## src/rtl/ldpc_rd_pkg.sv

```systemverilog
// rtl/ldpc_rd_pkg.sv - shared types and constants for the LDPC read-address sequencer
package ldpc_rd_pkg;

    typedef enum logic [2:0] {
        ST_IDLE  = 3'd0,
        ST_FETCH = 3'd1,
        ST_WAIT  = 3'd2,
        ST_RUN   = 3'd3,
        ST_DONE  = 3'd4
    } rd_state_t;

    localparam logic [1:0] CYC_NONE = 2'd0;
    localparam logic [1:0] CYC_1    = 2'd1;
    localparam logic [1:0] CYC_2    = 2'd2;
    localparam logic [1:0] CYC_3    = 2'd3;

    // Field positions inside a table entry, counted in units of A_WID bits
    // from the LSB: slice = entry[FLD_x*A_WID +: A_WID].
    localparam int FLD_BASE = 3;
    localparam int FLD_OFF1 = 2;
    localparam int FLD_OFF2 = 1;
    localparam int FLD_OFF3 = 0;

endpackage

```

## src/rtl/ldpc_rd_prefetch.sv

```systemverilog
// rtl/ldpc_rd_prefetch.sv - table read-data capture, shadow register and load mux
module ldpc_rd_prefetch #(
    parameter int D_WID = 32
) (
    input  logic             clk,
    input  logic             reset,
    input  logic             tbl_rd,
    input  logic [D_WID-1:0] tbl_data,
    output logic [D_WID-1:0] load_data
);

    logic             rd_vld_d;
    logic [D_WID-1:0] shadow;

    // Track when table data is valid and keep a copy so a stalled consumer never loses it.
    always_ff @(posedge clk or posedge reset) begin
        if (reset) begin
            rd_vld_d <= 1'b0;
            shadow   <= '0;
        end else begin
            rd_vld_d <= tbl_rd;
            if (rd_vld_d) begin
                shadow <= tbl_data;
            end
        end
    end

    assign load_data = rd_vld_d ? tbl_data : shadow;

endmodule

```

## src/rtl/ldpc_rd_seq.sv

```systemverilog
// rtl/ldpc_rd_seq.sv - parity-check row walker feeding base/offset triples to rd_cell
module ldpc_rd_seq
    import ldpc_rd_pkg::*;
#(
    parameter int A_WID = 8,
    parameter int R_WID = 6
) (
    input  logic               clk,
    input  logic               reset,
    input  logic               start,
    input  logic [R_WID-1:0]   row_num,
    input  logic               stall,
    output logic               tbl_rd,
    output logic [R_WID-1:0]   tbl_addr,
    input  logic [4*A_WID-1:0] tbl_data,
    output logic               en,
    output logic [1:0]         cycle,
    output logic [A_WID-1:0]   base_addr,
    output logic [3*A_WID-1:0] addr_offset,
    output logic [R_WID-1:0]   row_idx,
    output logic               busy,
    output logic               done
);

    rd_state_t              state;
    rd_state_t              state_nxt;
    logic [R_WID-1:0]       num_rows;
    logic [R_WID:0]         row_nxt;
    logic                   more_rows;
    logic                   load;
    logic [4*A_WID-1:0]     load_data;

    // One extra bit so row_idx+1 cannot wrap when row_num is at its maximum.
    assign row_nxt   = {1'b0, row_idx} + {{R_WID{1'b0}}, 1'b1};
    assign more_rows = row_nxt < {1'b0, num_rows};

    ldpc_rd_prefetch #(
        .D_WID (4*A_WID)
    ) u_prefetch (
        .clk       (clk),
        .reset     (reset),
        .tbl_rd    (tbl_rd),
        .tbl_data  (tbl_data),
        .load_data (load_data)
    );

    // State register.
    always_ff @(posedge clk or posedge reset) begin
        if (reset) begin
            state <= ST_IDLE;
        end else begin
            state <= state_nxt;
        end
    end

    // Next state, table strobes and status outputs; stall freezes everything but IDLE/DONE.
    always_comb begin
        state_nxt = state;
        tbl_rd    = 1'b0;
        tbl_addr  = '0;
        en        = 1'b0;
        busy      = 1'b0;
        done      = 1'b0;
        load      = 1'b0;
        case (state)
            ST_IDLE: begin
                if (start) begin
                    state_nxt = (row_num != '0) ? ST_FETCH : ST_DONE;
                end
            end
            ST_FETCH: begin
                busy = 1'b1;
                if (!stall) begin
                    tbl_rd    = 1'b1;
                    state_nxt = ST_WAIT;
                end
            end
            ST_WAIT: begin
                busy = 1'b1;
                if (!stall) begin
                    load      = 1'b1;
                    state_nxt = ST_RUN;
                end
            end
            ST_RUN: begin
                busy = 1'b1;
                if (!stall) begin
                    en = 1'b1;
                    if (cycle == CYC_2 && more_rows) begin
                        tbl_rd   = 1'b1;
                        tbl_addr = row_nxt[R_WID-1:0];
                    end
                    if (cycle == CYC_3) begin
                        if (more_rows) begin
                            load = 1'b1;
                        end else begin
                            state_nxt = ST_DONE;
                        end
                    end
                end
            end
            ST_DONE: begin
                done      = 1'b1;
                state_nxt = ST_IDLE;
            end
            default: state_nxt = ST_IDLE;
        endcase
    end

    // Working registers: pass length, row index, sub-cycle and the presented entry.
    always_ff @(posedge clk or posedge reset) begin
        if (reset) begin
            num_rows    <= '0;
            row_idx     <= '0;
            cycle       <= CYC_NONE;
            base_addr   <= '0;
            addr_offset <= '0;
        end else begin
            if (state == ST_IDLE && start && row_num != '0) begin
                num_rows <= row_num;
                row_idx  <= '0;
            end
            if (load) begin
                base_addr   <= load_data[FLD_BASE*A_WID +: A_WID];
                addr_offset <= load_data[FLD_OFF3*A_WID +: 3*A_WID];
                cycle       <= CYC_1;
                if (state == ST_RUN) begin
                    row_idx <= row_nxt[R_WID-1:0];
                end
            end else if (en) begin
                cycle <= (cycle == CYC_3) ? CYC_NONE : cycle + 2'd1;
            end
        end
    end

endmodule

```

## config.mk

```make
export PLATFORM = sky130hd
export DESIGN_NAME = ldpc_rd_seq
export DESIGN_NICKNAME = d
export VERILOG_FILES = /design/src/rtl/ldpc_rd_pkg.sv /design/src/rtl/ldpc_rd_prefetch.sv /design/src/rtl/ldpc_rd_seq.sv
export SDC_FILE = /design/constraint.sdc
export NUM_CORES = 1
export LEC_CHECK = 0
export ABC_AREA = 1
export CAP_MARGIN = 25
export CORE_MARGIN = 5
export CORE_UTILIZATION = 30
export DETAILED_ROUTE_END_ITERATION = 8
export GPL_ROUTABILITY_DRIVEN = 0
export PLACE_DENSITY = 0.59
export SKIP_LAST_GASP = 1
export SLEW_MARGIN = 5
export SYNTH_ARGS = -nofsm -noshare
export SYNTH_HDL_FRONTEND = slang
export SYNTH_SLANG_ARGS = --single-unit
```

## constraint.sdc

```tcl
create_clock -name clk -period 5.68 [get_ports clk]
set_input_delay 1.136 -clock clk [delete_from_list [all_inputs] [get_ports clk]]
set_output_delay 1.136 -clock clk [all_outputs]
set_load 0.01 [all_outputs]
```

After elaboration in Yosys (flattened, before gate mapping):

Cells that the tools add are included.

* eq/ne operators: 12
* reduce and logical (&&, ||, !) cells: 8
* multiplexer cells: 29
* order comparisons: 1
* $add $sub $neg: 2

Operators with widths (count)
* two-way mux 6 bit: 6
* two-way mux 32 bit: 1
* two-way mux 3 bit: 7
* != test 2 bit, second input constant: 6
* one-hot mux 3 bit (4 select lines): 1
* two-way mux 1 bit: 9
* adder 6 x 1 -> 7 bit, second input constant: 1
* less-than comparator 7 x 6 -> 1 bit: 1
* == test 3 x 2 -> 1 bit, second input constant: 2
* two-way mux 2 bit: 3
* AND reduction 6 bit: 1
* nonzero test 6 bit: 1
* == test 2 bit, second input constant: 2
* one-hot mux 1 bit (2 select lines): 2
* == test 3 x 1 -> 1 bit, second input constant: 1
* == test 3 bit, second input constant: 1
* logical AND 1 bit: 3
* logical NOT 3 bit: 1
* OR reduction 3 bit: 1
* adder 2 x 1 -> 2 bit, second input constant: 1
* nonzero test 2 bit: 1

* logic and storage cells: 60
* bits of input ports: 42
* output and inout port bits: 50
* register bits: 82

Longest topological paths before layout:

* depth after elaboration: 7
* mapped depth: 14
* gate-level depth less buffers: 14

Hierarchy:

From an unflattened synthesis, not the netlist that was laid out.

* cells, all modules: 435
* area, all modules: 3723.6 um^2

By module, submodules not included
* ldpc_rd_seq: instances 1, cells an instance 297, area an instance 2402.3 um^2, seq. area each 1226.2 um^2
* ldpc_rd_prefetch: instances 1, cells an instance 138, area an instance 1321.3 um^2, seq. area each 825.8 um^2

Worst setup path after synthesis:

Ideal clock, no wire load.

* path type: reg-to-output
* start: register row_idx[0]
* end: output port tbl_addr[0]
* arrival: 2.199 ns
* stages on the path, launching flop included: 12
* slack: 2.345 ns
* data required time: 4.544 ns
* buffers on the path: 0
* cells stage by stage: dfrtp_1 ha_1 nand3_1 xor2_1 ha_1 nand2_1 nand2_1 nand2_1 nand2_1 nor2_1 nand4_1 nor2_1

* longest elaborated chain between the ends: 6

RTL lines
* from (decl): RTL line ldpc_rd_seq.sv:20 `output logic [R_WID-1:0] row_idx,`
* from (signal assigned): RTL line ldpc_rd_seq.sv:128 `row_idx <= row_nxt[R_WID-1:0];`
* adder 6 x 1 -> 7 bit (*): RTL line ldpc_rd_seq.sv:34 `assign row_nxt = {1'b0, row_idx} + {{R_WID{1'b0}}, 1'b1};`
* less-than comparator 7 x 6 -> 1 bit: RTL line ldpc_rd_seq.sv:35 `assign more_rows = row_nxt < {1'b0, num_rows};`
* logical AND 1 bit: RTL line ldpc_rd_seq.sv:89 `if (cycle == CYC_2 && more_rows) begin`
* two-way mux 6 bit (*): RTL line ldpc_rd_seq.sv:89
* two-way mux 6 bit (*): RTL line ldpc_rd_seq.sv:87 `if (!stall) begin`
* two-way mux 6 bit (*): RTL line ldpc_rd_seq.sv:65 `case (state)`
* to (decl): RTL line ldpc_rd_seq.sv:14 `output logic [R_WID-1:0] tbl_addr,`

Every way passes the cells marked *; elsewhere a longest branch is shown, timed or not.

Worst setup path in the final report:

* start: register row_idx[0]
* end: output port tbl_rd

* longest elaborated chain between the ends: 6

RTL lines
* adder 6 x 1 -> 7 bit: RTL line ldpc_rd_seq.sv:34
* less-than comparator 7 x 6 -> 1 bit: RTL line ldpc_rd_seq.sv:35
* logical AND 1 bit: RTL line ldpc_rd_seq.sv:89
* two-way mux 1 bit: RTL line ldpc_rd_seq.sv:89
* two-way mux 1 bit: RTL line ldpc_rd_seq.sv:87
* one-hot mux 1 bit (2 select lines): RTL line ldpc_rd_seq.sv:65
* to (decl): RTL line ldpc_rd_seq.sv:13 `output logic tbl_rd,`

No other way between the ends.

==> flow_summary.json <==
{
  "seq_power_share_pct": 37.6,
  "cts_tree": "yes",
  "grt_pass1_vias": 2981,
  "hold_viol": 0,
  "fin_crit_ns": 4.63,
  "hpwl_um": 5820,
  "layout-area-overhead-vs-synth_pct": 36.3,
  "post_cts_resized": 0,
  "clockBufferDepth": 2,
  "n_antenna_cell": 0,
  "ctsRootBufferMaster": "clkbuf_16",
  "startpoint_type": "register",
  "n_fill_cell": 1213,
  "p_leak_nw": 2.34,
  "vias_per_cell": 4.65,
  "grt_overflow": 0,
  "switching_share_pct": 34.6,
  "rows": 40,
  "port-buffer-count": 91,
  "pwr-share-comb_pct": 39.6,
  "num_vias": 2829,
  "syn_nets": 418,
  "antenna_found_initial": 0,
  "drtIter0Drc": 164,
  "grt_pass1_wl_um": 15000,
  "synth.yosys.seq_area_share_pct": 56.3,
  "routedWlPerCell_um": 14.6,
  "fin_worst_skew_ns": 0.00655,
  "die_w_um": 120,
  "setup_tns_ns": 0,
  "avgSynthCellArea_um2": 9.91,
  "ctsHoldBuffers": 0,
  "cts_made_buffers": 9,
  "wl_um": 8920,
  "yosys_warnings": 0,
  "finalCritPeriodShare_pct": 81.6,
  "netlist_instances": 368,
  "postCtsSetupRepairBufs": 0,
  "cp_max_fo": 8,
  "synth_cell_types": 27,
  "hold_slack_ns": 0.479,
  "initial_core_util_pct": 30.5,
  "rsz0062_at_grt": "no",
  "maxCapViolCount": 0,
  "io_pins": 92,
  "grt_start_max_net_pins": 47,
  "cp.required_ns": 4.54,
  "drive_gt1_share_pct": 12.3,
  "p_switching_mw": 0.891,
  "endpoint_kind": "output pin",
  "die_h_um": 120,
  "fp.coreArea_um2": 12000,
  "netlist_area_um2": 3650,
  "setup_viol": 0,
  "hold_class": "register to register",
  "p_int_mw": 1.69,
  "dr.pass1.iters": 4,
  "drv_slew": 0,
  "drtAntennaViolNets": 0,
  "nNetsFinal": 507,
  "critPathKind": "register to output pin",
  "htreeDepth": 3,
  "drcViolationCount": 0,
  "fmax_mhz": 216,
  "grt.total_usage_pct": 13.2,
  "cts.sinks": 82,
  "clk_pin_slew_ns": 0.06,
  "p_per_area_nw_per_um2": 519,
  "clk_latency_ns": 0.34,
  "status": "finished, final reports clean",
  "slew_headroom_pct": 40.9,
  "ir_drop_mv": 0.210,
  "ys_ff_latch": 82,
  "worst_pin_slew_ns": 0.885,
  "p_clk_share_pct": 22.9,
  "dieArea_um2": 14500,
  "arrival_ns": 3.50
}
## sequential cells by signal, indices dropped and copies added (netlist names)
register             flops
u_prefetch.shadow       32
addr_offset             24
base_addr                8
num_rows                 6
row_idx                  6
state                    3
cycle                    2
u_prefetch.rd_vld_d      1
## power by group through the flow
stage | logic (mW) | clock network, mW | registers, mW
3_5_place_dp | 1.04 | 0 | 0.977
3_3_place_gp | 1.01 | 0 | 0.972
6_report | 1.02 | 0.589 | 0.968
2_1_floorplan | 0.595 | 0 | 1.00
4_1_cts | 1.04 | 0.611 | 0.972
5_1_grt | 1.15 | 0.636 | 1.00
## final timing paths
path	cells after the start	from	end	slack (ns)
worst max-delay path	12	row_idx[0]$_DFF_PP0_	tbl_rd	1.05
worst min-delay path	2	num_rows[0]$_DFFE_PP0P_	num_rows[0]$_DFFE_PP0P_	0.48
worst max register to register	13	row_idx[0]$_DFF_PP0_	addr_offset[4]$_DFFE_PP0P_	2.36
worst min register to register	2	num_rows[0]$_DFFE_PP0P_	num_rows[0]$_DFFE_PP0P_	0.48
max in group asynchronous	3	reset	u_prefetch.shadow[19]$_DFF_PP0_	3.45
min in group asynchronous	2	reset	u_prefetch.shadow[17]$_DFF_PP0_	1.20
## worst max-delay path: stages (launching register included)
cell,delay [ns]
dfrtp_1,0.47
ha_1,0.27
nand3_1,0.14
xor2_1,0.27
ha_1,0.30
nand2_1,0.07
nand2_1,0.04
nand2_1,0.05
nand2_1,0.05
nor2_1,0.29
nand4_1,0.40
o21ai_0,0.24
clkdlybuf4s50_1,0.58
## logic make-up (layout without fill, tap and decap cells)
logic type               Yosys count  after routing  synth area share, %
buffers and inverters             40            134                 5.01
adder cells (fa/ha/maj)            8              8                 2.75
multiplexers                      32             32                 9.88
flip-flops                        82             82                 56.3
AO/OA/AOI/OAI                     17             17                 2.44
AND/OR/NAND/NOR                  187            187                 23.2
XOR/XNOR                           2              2                0.481
## cell type report
cell class              instances  area, um^2  area share, %
clock buffers                   9         225           4.53
clock inverters                 7        76.3           1.54
multi-input cells             246        1410           28.4
flip-flops and latches         82        2050           41.3
inverters                      25        95.1           1.91
well taps                     147         184           3.70
repair buffers                 93         926           18.6
## layer usage
layer	share of wire (%)	routed length, um	track usage, %
met5	0	0	0
met4	2.0	180	6.02
met3	5.9	522	3.74
met2	47	4220	21.6
met1	45	4000	16.1
## Yosys cell counts, drive strengths merged
cell	instances	area (um^2)
mux2	32	360
ha	8	100
xor2	2	17.5
nand3	50	268
or2	2	12.5
nand2	105	414
a21oi	8	40.0
inv	25	93.8
nand4	4	25.0
nor2	24	114
o21ai	8	40.0
buf	11	73.8
a31o	1	8.76
clkbuf	4	15.0
dfrtp	82	2050
and3	1	6.26
nor3	1	5.00
## layout by cell type (no fill, tap or decap), types with 8 or more instances in the layout
cell type | Yosys | final
mux2_2 | 25 | 25
nor2_1 | 22 | 22
a21oi_1 | 8 | 8
nand3_1 | 48 | 48
inv_1 | 23 | 22
clkbuf_16 | 0 | 9
dfrtp_1 | 82 | 82
clkdlybuf4s50_1 | 0 | 91
ha_1 | 8 | 8
nand2_1 | 101 | 101
## per-stage QoR
| step | power [mW] | setup WS (ns) | util (%) | cell area, um^2 | cells |
|---|---|---|---|---|---|
| CTS | 2.62 | 1.06 | 41.5 | 4970 | 609 |
| floorplan | 1.60 | 2.34 | - | 3650 | 368 |
| global placement | 1.99 | 1.52 | 39.0 | 4670 | 593 |
| detailed placement | 2.01 | 1.44 | 39.0 | 4670 | 593 |
| global route | 2.78 | 0.825 | 41.5 | 4970 | 609 |
| finish | 2.58 | 1.05 | 41.5 | 4970 | 609 |
No activity file was read; power rests on OpenSTA's default activity.
